<file path="src/rtl/clk_div_gen.sv">
// Multi-channel programmable clock divider with shadowed, boundary-aligned config updates.
// Optional per-channel period counters are enabled with CLK_DIV_GEN_PERIOD_CNT_EN.
module clk_div_gen #(
  parameter int unsigned NUM_CH   = 4,
  parameter int unsigned DIV_W    = 16,
  parameter int unsigned DEF_DIV  = 50,
  parameter int unsigned LOCK_CYC = 64
) (
  input  logic                clk,
  input  logic                rst,
  input  logic                cfg_we,
  input  logic [3:0]          cfg_ch,
  input  logic [DIV_W-1:0]    cfg_div,
  input  logic [DIV_W-1:0]    cfg_high,
  input  logic [DIV_W-1:0]    cfg_phase,
  input  logic                sync_start,
  input  logic [NUM_CH-1:0]   ch_en,
  output logic [NUM_CH-1:0]   clkout,
  output logic [NUM_CH-1:0]   tick,
  output logic                locked
`ifdef CLK_DIV_GEN_PERIOD_CNT_EN
  ,
  output logic [NUM_CH*16-1:0] period_cnt
`endif
);

  localparam int unsigned LockW = $clog2(LOCK_CYC + 1);

  typedef enum logic {StIdle, StRun} ch_state_e;

  typedef struct packed {
    logic [DIV_W-1:0] div;
    logic [DIV_W-1:0] high;
    logic [DIV_W-1:0] phase;
  } ch_cfg_t;

  localparam ch_cfg_t CfgRst = '{
    div:   DIV_W'(DEF_DIV),
    high:  DIV_W'(DEF_DIV / 2),
    phase: '0
  };

  // Clamped values guarantee the output always toggles.
  function automatic ch_cfg_t clamp_cfg(input ch_cfg_t c);
    ch_cfg_t r;
    r.div   = (c.div < DIV_W'(2)) ? DIV_W'(2) : c.div;
    r.high  = (c.high == '0) ? DIV_W'(1) :
              ((c.high >= r.div) ? r.div - DIV_W'(1) : c.high);
    r.phase = (c.phase >= r.div) ? '0 : c.phase;
    return r;
  endfunction

  ch_state_e        state_q [NUM_CH];
  ch_state_e        state_d [NUM_CH];
  logic [DIV_W-1:0] cnt_q   [NUM_CH];
  logic [DIV_W-1:0] cnt_d   [NUM_CH];
  ch_cfg_t          act_q   [NUM_CH];
  ch_cfg_t          act_d   [NUM_CH];
  ch_cfg_t          shd_q   [NUM_CH];
  ch_cfg_t          shd_d   [NUM_CH];
  ch_cfg_t          shd_clamp [NUM_CH];

  logic [NUM_CH-1:0] pend_q, pend_d;
  logic [NUM_CH-1:0] clkout_q, clkout_d;
  logic [NUM_CH-1:0] tick_q, tick_d;
  logic [NUM_CH-1:0] apply;
  logic [NUM_CH-1:0] wr;
  logic [NUM_CH-1:0] last;
  logic [LockW-1:0]  lock_q, lock_d;
  logic              cfg_ok;

  assign cfg_ok = cfg_we && (32'(cfg_ch) < NUM_CH);

  always_comb begin
    clkout_d = '0;
    tick_d   = '0;
    pend_d   = pend_q;
    apply    = '0;
    wr       = '0;
    last     = '0;
    for (int i = 0; i < NUM_CH; i++) begin
      state_d[i]   = state_q[i];
      cnt_d[i]     = cnt_q[i];
      act_d[i]     = act_q[i];
      shd_d[i]     = shd_q[i];
      shd_clamp[i] = clamp_cfg(shd_q[i]);
      wr[i]        = cfg_ok && (cfg_ch == 4'(i));
      last[i]      = (cnt_q[i] == act_q[i].div - DIV_W'(1));

      case (state_q[i])
        StIdle: begin
          apply[i] = pend_q[i];
          cnt_d[i] = '0;
          if (ch_en[i]) begin
            state_d[i] = StRun;
            cnt_d[i]   = pend_q[i] ? shd_clamp[i].phase : act_q[i].phase;
          end
        end
        StRun: begin
          if (!ch_en[i]) begin
            // Stop at once; no attempt to finish the current period.
            state_d[i] = StIdle;
            cnt_d[i]   = '0;
          end else begin
            clkout_d[i] = (cnt_q[i] < act_q[i].high);
            tick_d[i]   = last[i];
            if (sync_start) begin
              apply[i] = pend_q[i];
              cnt_d[i] = pend_q[i] ? shd_clamp[i].phase : act_q[i].phase;
            end else if (last[i]) begin
              apply[i] = pend_q[i];
              cnt_d[i] = '0;
            end else begin
              cnt_d[i] = cnt_q[i] + DIV_W'(1);
            end
          end
        end
        default: begin
          state_d[i] = StIdle;
          cnt_d[i]   = '0;
        end
      endcase

      if (apply[i]) begin
        act_d[i]  = shd_clamp[i];
        pend_d[i] = 1'b0;
      end
      // A same-cycle write lands in the shadow after any apply above.
      if (wr[i]) begin
        shd_d[i]  = '{div: cfg_div, high: cfg_high, phase: cfg_phase};
        pend_d[i] = 1'b1;
      end
    end
  end

  always_comb begin
    lock_d = lock_q;
    if (cfg_ok || sync_start) begin
      lock_d = '0;
    end else if (lock_q != LockW'(LOCK_CYC)) begin
      lock_d = lock_q + LockW'(1);
    end
  end

  always_ff @(posedge clk or posedge rst) begin
    if (rst) begin
      lock_q   <= '0;
      pend_q   <= '0;
      clkout_q <= '0;
      tick_q   <= '0;
      for (int i = 0; i < NUM_CH; i++) begin
        state_q[i] <= StIdle;
        cnt_q[i]   <= '0;
        act_q[i]   <= CfgRst;
        shd_q[i]   <= CfgRst;
      end
    end else begin
      lock_q   <= lock_d;
      pend_q   <= pend_d;
      clkout_q <= clkout_d;
      tick_q   <= tick_d;
      for (int i = 0; i < NUM_CH; i++) begin
        state_q[i] <= state_d[i];
        cnt_q[i]   <= cnt_d[i];
        act_q[i]   <= act_d[i];
        shd_q[i]   <= shd_d[i];
      end
    end
  end

  assign clkout = clkout_q;
  assign tick   = tick_q;
  assign locked = (lock_q == LockW'(LOCK_CYC));

`ifdef CLK_DIV_GEN_PERIOD_CNT_EN
  logic [15:0] pcnt_q [NUM_CH];
  logic [15:0] pcnt_d [NUM_CH];

  always_comb begin
    for (int i = 0; i < NUM_CH; i++) begin
      pcnt_d[i] = pcnt_q[i];
      if (sync_start) begin
        pcnt_d[i] = '0;
      end else if (tick_q[i]) begin
        pcnt_d[i] = pcnt_q[i] + 16'd1;
      end
    end
  end

  always_ff @(posedge clk or posedge rst) begin
    if (rst) begin
      for (int i = 0; i < NUM_CH; i++) begin
        pcnt_q[i] <= '0;
      end
    end else begin
      for (int i = 0; i < NUM_CH; i++) begin
        pcnt_q[i] <= pcnt_d[i];
      end
    end
  end

  always_comb begin
    period_cnt = '0;
    for (int i = 0; i < NUM_CH; i++) begin
      period_cnt[i*16 +: 16] = pcnt_q[i];
    end
  end
`else
  // No period counters in this build.
`endif

endmodule

</file>
<file path="config.mk">
export PLATFORM = sky130hd
export DESIGN_NAME = clk_div_gen
export DESIGN_NICKNAME = d
export VERILOG_FILES = /design/src/rtl/clk_div_gen.sv
export SDC_FILE = /design/constraint.sdc
export NUM_CORES = 2
export LEC_CHECK = 0
export BUFFER_PORTS_ARGS = -buffer_cell sky130_fd_sc_hd__clkbuf_2
export CORE_ASPECT_RATIO = 0.6
export CORE_MARGIN = 2
export CORE_UTILIZATION = 55
export DETAILED_ROUTE_END_ITERATION = 16
export PLACE_DENSITY = 0.76
export SYNTH_ARGS = -nofsm -noshare
export SYNTH_HDL_FRONTEND = slang
export SYNTH_SLANG_ARGS = --single-unit
</file>
<file path="constraint.sdc">
create_clock -name clk -period 33.8 [get_ports clk]
set_input_delay 8.45 -clock clk [delete_from_list [all_inputs] [get_ports clk]]
set_output_delay 8.45 -clock clk [all_outputs]
set_load 0.02 [all_outputs]
</file>
==> flow_summary.json <==
{
  "layout-drive-gt1-share": 0.154,
  "avgSynthCellArea_um2": 10.2,
  "rsz0062_at_grt": "no",
  "layout_common_cells": "423 x dfrtp_1, 230 x o21ai_0, 220 x nand2_1",
  "cp.arrival_ps": 11050,
  "final_common_cell": "dfrtp_1",
  "cts_root_buf": "clkbuf_16",
  "htreeDepth": 2,
  "cp_max_fo": 39,
  "worstMarginPinSlew_ps": 1250,
  "clockBufferDepth": 3,
  "nets": 2967,
  "layout_setup_ws_ps": 23190,
  "grt.met3_usage": 0.0998,
  "place_area_um2": 28200,
  "dp_cells": 3312,
  "ys_ff_latch": 471,
  "max_slew_margin": 0.166,
  "grt_pass1_vias": 21300,
  "gr-max-usage-layer": "met1",
  "yosys_warnings": 0,
  "cts_made_buffers": 44,
  "finalSetupViolCount": 0,
  "powerDensity_nw_per_um2": 75.9,
  "path_clk_slew_ps": 60,
  "grt_max_degree": 171,
  "routedWlPerCell_um": 24.0,
  "dp_slack_ps": 22670,
  "fillers": 4012,
  "core_area_um2": 49300,
  "seqCellArea_um2": 11800,
  "die_area_um2": 51600,
  "synth_flop_cell": "dfrtp_1",
  "crit_path_end_kind": "register",
  "yosysSeqAreaShare": 0.433,
  "first_iter_violations": 2484,
  "worstPathRequired_ps": 34240,
  "grt_util_met2": 0.445,
  "cts_tree": "built",
  "port_buffers": 68,
  "hpwl_um": 60900,
  "first_pass_iters": 5,
  "finalMaxSlewViolations": 0,
  "multi_input_area_um2": 14400,
  "final_cell_area_um2": 29700,
  "critPathKind": "in2reg",
  "fin_cells": 3397,
  "final-hold-violation-count": 0,
  "fp.dieH_um": 177,
  "min_period_ps": 10610,
  "grt_pass1_wl_um": 126000,
  "gp_congestion": 0.944,
  "wl_um": 81600,
  "antenna_found_initial": 9,
  "post_cts_buffers": 0,
  "leakage_nw": 13.5,
  "clk_latency_ps": 580,
  "max_freq_mhz": 94.2,
  "io_pins": 69,
  "power.total_mw": 2.26,
  "die_w_um": 292,
  "area_delta_synth_final_pct": 8.67,
  "ys_async_sr_fraction": 1.00,
  "postCtsResizedCells": 0,
  "drc": 0,
  "status": "complete, no violations",
  "via_count": 22100,
  "max_cap_viol_count": 0,
  "critPathLaunchType": "primary input",
  "synth_nets": 2946,
  "use_met1": 0.477,
  "cts-hold-fix-buffers": 0,
  "vias_per_cell": 6.50,
  "synth_edf_count": 0,
  "ir_worst_vdd_uv": 41.7,
  "cts_sinks": 471,
  "synthCells": 2687,
  "synthDistinctLibCells": 81,
  "min_path_type": "reg2reg",
  "synth_area_um2": 27400,
  "setup_tns_ps": 0,
  "start_util": 0.555,
  "ant_nets": 0,
  "placementRows": 63,
  "grtUsageTotal": 0.318,
  "gr-total-overflow": 0,
  "finalCritPeriodShare": 0.314,
  "skew_ps": 24.7
}
cell families after synthesis:
| logic type | Yosys count | share of synthesized area |
|---|---|---|
| buffers and inverters | 276 | 0.0412 |
| muxes | 259 | 0.103 |
| AOI/OAI and AO/OA | 593 | 0.141 |
| and+or+nand+nor | 713 | 0.134 |
| adders and majority gates | 199 | 0.0910 |
| DFF | 471 | 0.433 |
| xor gates and xnor gates | 176 | 0.0568 |
cell usage after synthesis (9+ instances only):
master / n / area share
a211oi_1: 16 / 0.0044
or3_1: 11 / 0.0025
a21o_1: 28 / 0.0077
a21oi_1: 74 / 0.014
a32oi_1: 11 / 0.0035
buf_1: 15 / 0.0021
xnor2_1: 100 / 0.032
a221o_1: 17 / 0.0062
and4_1: 10 / 0.0032
o21a_1: 9 / 0.0025
xor2_1: 75 / 0.024
a22oi_1: 30 / 0.0082
nor2b_1: 21 / 0.0048
ha_1: 199 / 0.091
and3_1: 26 / 0.0059
o21ai_0: 230 / 0.042
mux2i_1: 79 / 0.029
o31ai_1: 14 / 0.0038
dfstp_2: 48 / 0.046
and2_1: 9 / 0.0021
o211ai_1: 14 / 0.0038
o21ai_1: 20 / 0.0037
nor3_1: 59 / 0.011
a22o_1: 55 / 0.018
dfrtp_1: 423 / 0.39
nand2b_1: 27 / 0.0062
nor4_1: 46 / 0.011
or4_1: 12 / 0.0033
nor2_1: 122 / 0.017
nand3_1: 49 / 0.0090
nand2_1: 220 / 0.030
mux2_2: 180 / 0.074
clkbuf_1: 61 / 0.0084
buf_2: 22 / 0.0040
nand4_1: 47 / 0.011
nor3b_1: 13 / 0.0036
inv_1: 167 / 0.023
through the flow:
stage,utilization,hold slack [ps]
after floorplan,-,444
after global placement,0.572,457
after detailed placement,0.572,466
after CTS,0.603,476
after global routing,0.603,500
final,0.604,474
path summary, 6_finish.rpt:
kind                                        start                endpoint  slack (ps)  depth (start not counted)
hold / removal             act_q[112]$_DFFE_PP1P_  act_q[112]$_DFFE_PP1P_         470                          2
min in group asynchronous                     rst   shd_q[97]$_DFFE_PP0P_        7990                          2
setup / recovery                       sync_start   act_q[82]$_DFFE_PP0P_       23190                          6
hold reg to reg            act_q[112]$_DFFE_PP1P_  act_q[112]$_DFFE_PP1P_         470                          2
max in group asynchronous                     rst  shd_q[114]$_DFFE_PP0P_       23570                          4
setup reg to reg            shd_q[90]$_DFFE_PP0P_   act_q[54]$_DFFE_PP0P_       28800                         14
flip-flops by register name, indices dropped and copies added (netlist names):
register  flops
lock_q        7
act_q       192
state_q       4
cnt_q        64
pend_q        4
tick          4
shd_q       192
clkout        4
layer usage:
layer / part of all wire / routed length, µm / up-vias
li1: - / - / 9755
met1: 0.45 / 36400 / 11000
met2: 0.41 / 33000 / 1173
met3: 0.13 / 10400 / 134
met4: 0.020 / 1620 / 2
met5: 0.0015 / 126 / -
critical path, stage by stage:
cell	delay, ps
clkbuf_2	320
inv_1	470
o311a_1	480
or2_1	410
buf_4	470
mux2_2	400
report_power, final:
group | total [mW] | internal, mW | switching (mW)
Sequential | 0.942 | 0.736 | 0.206
Clock | 0.536 | 0.306 | 0.230
Combinational | 0.779 | 0.351 | 0.428
Total | 2.26 | 1.39 | 0.865
cell type report:
type	instances	share of cell area
flip-flops and latches	471	0.398
multi-input cells	1940	0.485
diodes	3	0.000252
clock inverters	21	0.00829
clock buffers	61	0.0433
inverters	167	0.0213
well taps	650	0.0274
repair buffers	84	0.0159
Note: power is estimated with default switching activity, not from simulation.
